<file path="src/rtl/wide_add_pkg.sv">
// Shared definitions for the byte-serial wide adder: datapath byte width and sequencer states.
package wide_add_pkg;

   localparam int BYTE_W = 8;

   typedef enum logic [1:0] {
      IDLE,
      RUN,
      DONE
   } wa_state_t;

endpackage

</file>
<file path="src/rtl/byte_add_cla.sv">
// 8-bit carry-lookahead adder slice; also exposes the carry into bit 7 for signed-overflow detection.
module byte_add_cla
   import wide_add_pkg::*;
(
   input  logic [BYTE_W-1:0] a,
   input  logic [BYTE_W-1:0] b,
   input  logic              c_in,
   output logic [BYTE_W-1:0] sum,
   output logic              c_out,
   output logic              c7
);

   logic [BYTE_W-1:0] g;
   logic [BYTE_W-1:0] p;
   logic [BYTE_W:0]   c;

   always_comb begin : carry_gen
      logic acc;
      // NOTE: every variable gets a value before any conditional/loop logic, so no path can infer a latch.
      g   = a & b;
      p   = a ^ b;
      c   = '0;
      acc = 1'b0;
      c[0] = c_in;
      // Each carry is expanded from g/p and c_in alone, not from the previous carry signal.
      for (int i = 0; i < BYTE_W; i++) begin
         acc = c_in;
         for (int j = 0; j <= i; j++) begin
            acc = g[j] | (p[j] & acc);
         end
         c[i+1] = acc;
      end
      sum   = p ^ c[BYTE_W-1:0];
      c_out = c[BYTE_W];
      c7    = c[BYTE_W-1];
   end

endmodule

</file>
<file path="src/rtl/wide_add_seq.sv">
// Byte-serial WIDTH-bit add/subtract sequencer around one 8-bit CLA slice, LSB byte first.
// Optional SATURATE_EN: clamp the result to the signed extreme on overflow instead of wrapping.
module wide_add_seq
   import wide_add_pkg::*;
#(
   parameter int WIDTH = 16
) (
   input  logic             clk,
   input  logic             rst_n,
   input  logic             in_valid,
   output logic             in_ready,
   input  logic [WIDTH-1:0] op_a,
   input  logic [WIDTH-1:0] op_b,
   input  logic             op_sub,
   output logic             out_valid,
   input  logic             out_ready,
   output logic [WIDTH-1:0] result,
   output logic             cout,
   output logic             ovfl,
   output logic             zero,
   output logic             busy
);

   localparam int NBYTES = WIDTH / BYTE_W;
   localparam int IDX_W  = (NBYTES > 1) ? $clog2(NBYTES) : 1;
   localparam logic [IDX_W-1:0] LAST_IDX = IDX_W'(NBYTES - 1);

   wa_state_t         state;
   logic [WIDTH-1:0]  a_q;
   logic [WIDTH-1:0]  b_q;
   logic              carry_q;
   logic [IDX_W-1:0]  idx_q;

   logic [BYTE_W-1:0] a_byte;
   logic [BYTE_W-1:0] b_byte;
   logic [BYTE_W-1:0] sum_byte;
   logic              c_out;
   logic              c7;
   logic              last;
   logic              ovfl_nxt;
   logic [WIDTH-1:0]  result_nxt;
   logic              accept;

   assign accept = in_valid & in_ready;
   assign last   = (idx_q == LAST_IDX);
   assign a_byte = a_q[idx_q*BYTE_W +: BYTE_W];
   assign b_byte = b_q[idx_q*BYTE_W +: BYTE_W];

   byte_add_cla u_cla (
      .a     (a_byte),
      .b     (b_byte),
      .c_in  (carry_q),
      .sum   (sum_byte),
      .c_out (c_out),
      .c7    (c7)
   );

   // Only meaningful on the last byte, where c7/c_out belong to the operand MSB.
   assign ovfl_nxt = c7 ^ c_out;

   always_comb begin
      result_nxt = result;
      result_nxt[idx_q*BYTE_W +: BYTE_W] = sum_byte;
`ifdef SATURATE_EN
      if (last && ovfl_nxt) begin
         result_nxt = {a_q[WIDTH-1], {(WIDTH-1){~a_q[WIDTH-1]}}};
      end
`endif
   end

   // NOTE: operand registers carry no reset; they are always loaded on accept before being read.
   always_ff @(posedge clk) begin
      if (accept) begin
         a_q <= op_a;
         b_q <= op_b ^ {WIDTH{op_sub}};
      end
   end

   // NOTE: sequential state uses non-blocking assignments only, so every flop samples pre-edge values.
   always_ff @(posedge clk) begin
      if (!rst_n) begin
         state     <= IDLE;
         idx_q     <= '0;
         carry_q   <= 1'b0;
         result    <= '0;
         cout      <= 1'b0;
         ovfl      <= 1'b0;
         zero      <= 1'b0;
         in_ready  <= 1'b1;
         out_valid <= 1'b0;
         busy      <= 1'b0;
      end else begin
         case (state)
            IDLE: begin
               if (accept) begin
                  state    <= RUN;
                  idx_q    <= '0;
                  carry_q  <= op_sub;
                  in_ready <= 1'b0;
                  busy     <= 1'b1;
               end
            end
            RUN: begin
               result  <= result_nxt;
               carry_q <= c_out;
               idx_q   <= idx_q + 1'b1;
               if (last) begin
                  state     <= DONE;
                  cout      <= c_out;
                  ovfl      <= ovfl_nxt;
                  zero      <= (result_nxt == '0);
                  out_valid <= 1'b1;
               end
            end
            DONE: begin
               if (out_ready) begin
                  state     <= IDLE;
                  out_valid <= 1'b0;
                  busy      <= 1'b0;
                  in_ready  <= 1'b1;
               end
            end
            default: begin
               state     <= IDLE;
               in_ready  <= 1'b1;
               out_valid <= 1'b0;
               busy      <= 1'b0;
            end
         endcase
      end
   end

endmodule
</file>
<file path="config.mk">
export PLATFORM = sky130hd
export DESIGN_NAME = wide_add_seq
export DESIGN_NICKNAME = d
export VERILOG_FILES = /design/src/rtl/wide_add_pkg.sv /design/src/rtl/byte_add_cla.sv /design/src/rtl/wide_add_seq.sv
export SDC_FILE = /design/constraint.sdc
export NUM_CORES = 1
export LEC_CHECK = 0
export CAP_MARGIN = 15
export CELL_PAD_IN_SITES_DETAIL_PLACEMENT = 0
export CELL_PAD_IN_SITES_GLOBAL_PLACEMENT = 1
export CORE_AREA = 2 2 97 99
export CTS_BUF_LIST = sky130_fd_sc_hd__clkbuf_8
export CTS_CLUSTER_SIZE = 16
export DETAILED_ROUTE_END_ITERATION = 7
export DIE_AREA = 0 0 99 101
export PLACE_DENSITY_LB_ADDON = 0.1
export SLEW_MARGIN = 20
export SYNTH_ARGS = -nofsm -noshare
export SYNTH_HDL_FRONTEND = slang
export SYNTH_HIERARCHICAL = 1
export SYNTH_SLANG_ARGS = --single-unit
</file>
<file path="constraint.sdc">
create_clock -name clk -period 5.4 [get_ports clk]
set_clock_uncertainty 0.15 [all_clocks]
set_input_delay 0.54 -clock clk [delete_from_list [all_inputs] [get_ports clk]]
set_output_delay 0.54 -clock clk [all_outputs]
set_load 0.01 [all_outputs]
</file>
# After elaboration in Yosys (flattened, before gate mapping)
# Index checks and enable logic that the tools add are counted.
[classes]
n_addsub = 2
eq_ne = 5
shifts = 4
mux = 16
n_bitwise = 24
n_reduce_logical = 8
[ops]
columns = ["op", "count"]
rows = [
  ["negation 4 -> 34 bit", 1],
  ["variable shift 8 x 34 -> 16 bit, first input constant", 1],
  ["variable part select 8 x 34 -> 16 bit", 1],
  ["variable part select 16 x 5 -> 8 bit", 2],
  ["bitwise mux 16 bit", 1],
  ["zero test 16 bit", 1],
  ["XOR 16 bit", 1],
  ["XOR 8 bit", 2],
  ["bitwise AND 1 bit", 9],
  ["one-hot mux 1 bit (3 select lines)", 3],
  ["AND reduction 3 bit", 3],
  ["bitwise AND 8 bit", 1],
  ["OR 1 bit", 8],
  ["two-way mux 1 bit", 6],
  ["two-way mux 2 bit", 3],
  ["inequality test 2 bit, second input constant", 3],
  ["one-hot mux 2 bit (3 select lines)", 1],
  ["one-hot mux 1 bit (2 select lines)", 2],
  ["AND reduction 2 bit", 2],
  ["== test 2 x 1 -> 1 bit, second input constant", 1],
  ["== test 2 bit, second input constant", 1],
  ["zero test 2 bit", 1],
  ["NOT 1 bit", 2],
  ["nonzero test 2 bit", 1],
  ["other kinds (2)", 2],
]
[totals]
ff_bits = 58
out_inout_bits = 22

# Longest topological paths before layout
[logic_depth]
depth_word = 20
ltp_mapped = 17
depth_no_buf = 16

# Cells and area by module
# The synthesis kept the hierarchy.
[modules_own_cells]
columns = ["module", "instances", "cells_each", "area_per_inst_um2", "seq_area_each_um2"]
rows = [
  ["wide_add_seq", 1, 185, 2421.1, 1481.4],
  ["byte_add_cla", 1, 18, 197.7, 0.0],
]

# Worst setup path after synthesis
# Ideal clock, no wire load.
[synth_path]
kind = "flip-flop to flip-flop"
start = "register idx_q"
end = "register carry_q"
setup_time_ns = 0.119
arrival_time_ns = 4.208
required_ns = 5.131
path_slack_ns = 0.923
stages_incl_launch_ff = 18
n_path_buf = 1
path_cell_list = "dfxtp_1 > buf_2 > mux2_2 > inv_1 > fa_1 > inv_1 > fa_1 > fa_1 > fa_1 > fa_1 > fa_1 > inv_1 > fa_1 > inv_1 > fa_1 > nor2b_1 > a21oi_1 > o221a_2"
[synth_via]
elab_chain_cells = 19
[synth_rtl]
columns = ["item", "line", "rtl"]
rows = [
  ["start: declaration", "wide_add_seq.sv:32", "logic [IDX_W-1:0] idx_q;"],
  ["start signal: assignment", "wide_add_seq.sv:106", "idx_q <= idx_q + 1'b1;"],
  ["variable part select 16 x 5 -> 8 bit *", "wide_add_seq.sv:46", "assign a_byte = a_q[idx_q*BYTE_W +: BYTE_W];"],
  ["via a_byte[0]", "wide_add_seq.sv:34", "logic [BYTE_W-1:0] a_byte;"],
  ["XOR 8 bit", "byte_add_cla.sv:21", "p = a ^ b;"],
  ["bitwise AND 1 bit", "n/a", ""],
  ["OR 1 bit *", "n/a", ""],
  ["bitwise AND 1 bit *", "n/a", ""],
  ["OR 1 bit *", "n/a", ""],
  ["bitwise AND 1 bit *", "n/a", ""],
  ["[6 not listed]", "n/a", ""],
  ["OR 1 bit *", "n/a", ""],
  ["bitwise AND 1 bit *", "n/a", ""],
  ["OR 1 bit *", "n/a", ""],
  ["via c7", "wide_add_seq.sv:38", "logic c7;"],
  ["bitwise AND 1 bit *", "byte_add_cla.sv:29", "acc = g[j] | (p[j] & acc);"],
  ["OR 1 bit *", "byte_add_cla.sv:29", ""],
  ["via c_out", "wide_add_seq.sv:37", "logic c_out;"],
  ["one-hot mux 1 bit (2 select lines) *", "wide_add_seq.sv:93", "case (state)"],
  ["end signal: assignment", "wide_add_seq.sv:98", "carry_q <= op_sub;"],
  ["end signal: assignment", "wide_add_seq.sv:105", "carry_q <= c_out;"],
  ["end: declaration", "wide_add_seq.sv:31", "logic carry_q;"],
]
# The timed path passes the listed nets; every way through them passes the cells marked *.
# A chain may end at the register's enable or synchronous reset.

# Worst setup path after layout
[layout_path]
start = "register idx_q"
end = "register carry_q"
[layout_rtl]
columns = ["item", "line", "rtl"]
rows = [
  ["variable part select 16 x 5 -> 8 bit *", "wide_add_seq.sv:47", "assign b_byte = b_q[idx_q*BYTE_W +: BYTE_W];"],
  ["via b_byte[1]", "wide_add_seq.sv:35", "logic [BYTE_W-1:0] b_byte;"],
  ["XOR 8 bit", "byte_add_cla.sv:21", ""],
  ["bitwise AND 1 bit", "n/a", ""],
  ["OR 1 bit *", "n/a", ""],
  ["bitwise AND 1 bit *", "n/a", ""],
  ["OR 1 bit *", "n/a", ""],
  ["bitwise AND 1 bit *", "n/a", ""],
  ["[4 not listed]", "n/a", ""],
  ["OR 1 bit *", "n/a", ""],
  ["bitwise AND 1 bit *", "n/a", ""],
  ["OR 1 bit *", "n/a", ""],
  ["via c7", "wide_add_seq.sv:38", ""],
  ["bitwise AND 1 bit *", "byte_add_cla.sv:29", ""],
  ["OR 1 bit *", "byte_add_cla.sv:29", ""],
  ["via c_out", "wide_add_seq.sv:37", ""],
  ["one-hot mux 1 bit (2 select lines) *", "wide_add_seq.sv:93", ""],
]
# Marks and branches as above.

==> results_dict.tcl <==
set metrics [dict create \
    grt_max_degree 34 \
    required_ns 5.48 \
    first_pass_iters 4 \
    cts_buffer_depth 2 \
    finalCritPeriodShare_pct 87.2 \
    clk_pin_slew_ns 0.06 \
    cts_root_buf "clkbuf_8" \
    nets 308 \
    worstMarginPinSlew_ns 0.954 \
    reg2reg_depth 14 \
    cts-resized-gates 0 \
    grt_pass1_vias 1667 \
    syn_inst 203 \
    die_area_um2 10000 \
    fin_crit_ns 4.71 \
    synth-main-ff-cell "edfxtp_1" \
    drt-wirelength-per-cell_um 13.4 \
    critical_path.endpoint_type "flip-flop" \
    hold_buffers 0 \
    hold_end "cout$_SDFFE_PN0P_" \
    reg2reg_from "idx_q$_SDFFE_PN0P_" \
    p_sw_mw 0.292 \
    p_seq_share_pct 47.2 \
    fin_worst_hold_slack_ns 0.303 \
    critPathMaxFanout 13 \
    clkPwrFrac_pct 32.7 \
    swShare_pct 26.2 \
    via_count 1632 \
    min_from "cout$_SDFFE_PN0P_" \
    ant_nets 0 \
    multi_input_area_um2 1020 \
    async_flop_share_pct 0 \
    rows 35 \
    worst_ep_arrival_time_ns 4.79 \
    drc 0 \
    yosysSeqAreaShare_pct 56.6 \
    drive_gt1_share_pct 13.4 \
    hold_violations 0 \
    max_slew_margin_pct 36.1 \
    synth-edff-count 32 \
    p_int_mw 0.820 \
    worstReg2RegEnd "carry_q$_SDFFE_PN0P_" \
    io_pins 59 \
    holdPathStages 2 \
    yosys.cell_types.count 35 \
    grt.overflow.total 0 \
    drv_cap 0 \
    setup_tns_ns 0 \
    grt.total_usage_pct 11.1 \
    avgSynthCellArea_um2 12.9 \
    cts_setup_buffers 0 \
    cts_buffers 9 \
    wirelength_um 5080 \
    start_util_pct 29.2 \
    synth-seq-cells 58 \
    r2r_setup_slack_ns 0.69 \
    p_leak_nw 1.25 \
    grt_pass1_wl_um 8420 \
    hp-class "reg -> reg" \
    clock_latency_ns 0.33 \
    htree_levels 3 \
    stdcell_count 379 \
    hpwl_um 3640 \
    cts_sinks 58 \
    dpl_worst_slack_ns 0.614 \
    drtIter0Drc 33 \
    synth_top_area_cell "edfxtp_1" \
    status "complete, no violations" \
    die_w_um 99 \
    dp_cells 363 \
    power_density_nw_per_um2 322 \
    synth_warnings 6 \
    core_area_um2 8980 \
    finalSetupViolations 0 \
    ys_top_cells_by_count "32 x edfxtp_1, 26 x dfxtp_1, 20 x nand2_1, 16 x mux2_2, 16 x xor2_1" \
    crit_path_start_kind "flip-flop" \
    cts_tree "built" \
    die_h_um 101 \
    fill_cells 886 \
    antenna_found_initial 0 \
    yosysMostFrequentCell "edfxtp_1" \
    rsz0062_at_grt "no" \
    area_growth_pct 32.0 \
    synth_top_area_share_pct 36.7 \
    drv_slew 0 \
    viasPerCell 4.31 \
    ir_worst_vdd_mv 0.0891 \
    synth_nets 248 \
    combPwrFrac_pct 20.1 \
    gp_congestion 0.635 \
    io_buffers 58 \
    critPathKind "reg -> reg" \
    register_area_um2 1480 \
    diodes 0 \
    fmax_mhz 212 \
    netlist_area_um2 2620 \
    fin_ws_ns 0.690 \
    synthTopCellsByArea "edfxtp_1 37%, dfxtp_1 20%, mux2_2 6.9%" \
]
## placed cells by master, fill, tap and decap left out, drive strengths merged
cell type	netlist	final
a21boi	10	10
edfxtp	32	32
o21ai	2	2
nor2	3	3
nand4b	1	1
nor3b	1	1
xnor2	1	1
and2	2	2
nand2	20	20
inv	11	12
clkdlybuf4s50	0	58
nor3	1	1
mux2	16	16
nor4	4	4
clkinv	0	3
mux2i	8	8
o211a	2	2
dfxtp	26	26
a21oi	6	6
o2bb2ai	1	1
o31ai	1	1
nor4b	1	1
clkbuf	2	12
xor2	16	16
o221a	1	1
o21a	2	2
and3b	2	2
nor2b	11	11
buf	9	2
nand3	1	1
fa	8	8
nand2b	1	1
nand3b	1	1
## metrics by stage
| step | instance area [um^2] | total power [mW] | utilization (%) |
|---|---|---|---|
| 5_1_grt | 3460 | 1.17 | 38.5 |
| 6_report | 3460 | 1.11 | 38.5 |
| 3_3_place_gp | 3270 | 0.763 | 36.5 |
| 3_5_place_dp | 3270 | 0.763 | 36.5 |
| 4_1_cts | 3460 | 1.13 | 38.5 |
| 2_1_floorplan | 2620 | 0.668 | - |
## sequential cells by signal, indices dropped and copies added (netlist names), 2 cells and up
name / flops
a_q: 16
b_q: 16
result: 16
state: 2
## critical path, cell delays in order, from the launching register on
cell and delay (ns):
dfxtp_1 0.60, buf_4 0.30, mux2_2 0.37, fa_1 0.41, fa_1 0.42, fa_1 0.40
fa_1 0.39, fa_1 0.37, inv_1 0.07, fa_1 0.16, inv_1 0.07, fa_1 0.43
nor2b_1 0.13, a21oi_1 0.05, o221a_2 0.27
## worst max-delay path by stage
stage                        from  slack, ns              endpoint
2_1_floorplan  idx_q$_SDFFE_PN0P_       0.92  carry_q$_SDFFE_PN0P_
3_3_place_gp   idx_q$_SDFFE_PN0P_       0.78  carry_q$_SDFFE_PN0P_
3_5_place_dp   idx_q$_SDFFE_PN0P_       0.61  carry_q$_SDFFE_PN0P_
4_1_cts        idx_q$_SDFFE_PN0P_       0.62  carry_q$_SDFFE_PN0P_
5_1_grt        idx_q$_SDFFE_PN0P_       0.44     zero$_SDFFE_PN0P_
6_report       idx_q$_SDFFE_PN0P_       0.69  carry_q$_SDFFE_PN0P_
## metal layers
layer	track usage (%)	part of all wire, %
met1	15.4	50
met2	15.4	43
met3	3.68	5.7
met4	5.37	1.5
met5	0	0
## cell type report
class                      count  share of cell area (%)
sequential                    58                    42.9
clock inverter                 4                   0.507
clock buffer                  12                    4.78
tap                          111                    4.02
inverter                      11                    1.19
timing repair buffer          60                    17.2
multi-input combinational    123                    29.4
## kinds of logic after synthesis
kind of cell | count (synthesis) | share of synthesized area [%]
compound gates | 25 | 6.98
xor+xnor | 17 | 5.69
fa+ha+maj | 8 | 6.12
buf+inv | 22 | 4.59
flops | 58 | 56.6
mux | 24 | 9.94
simple gates | 49 | 10.1
## power by group through the flow
stage	combinational, mW	sequential, mW	clock (mW)
after floorplan	0.136	0.533	0
after global placement	0.227	0.536	0
after detailed placement	0.228	0.535	0
after CTS	0.229	0.526	0.372
after global routing	0.250	0.530	0.394
final	0.224	0.525	0.363
Power figures use the tool's default switching activity.
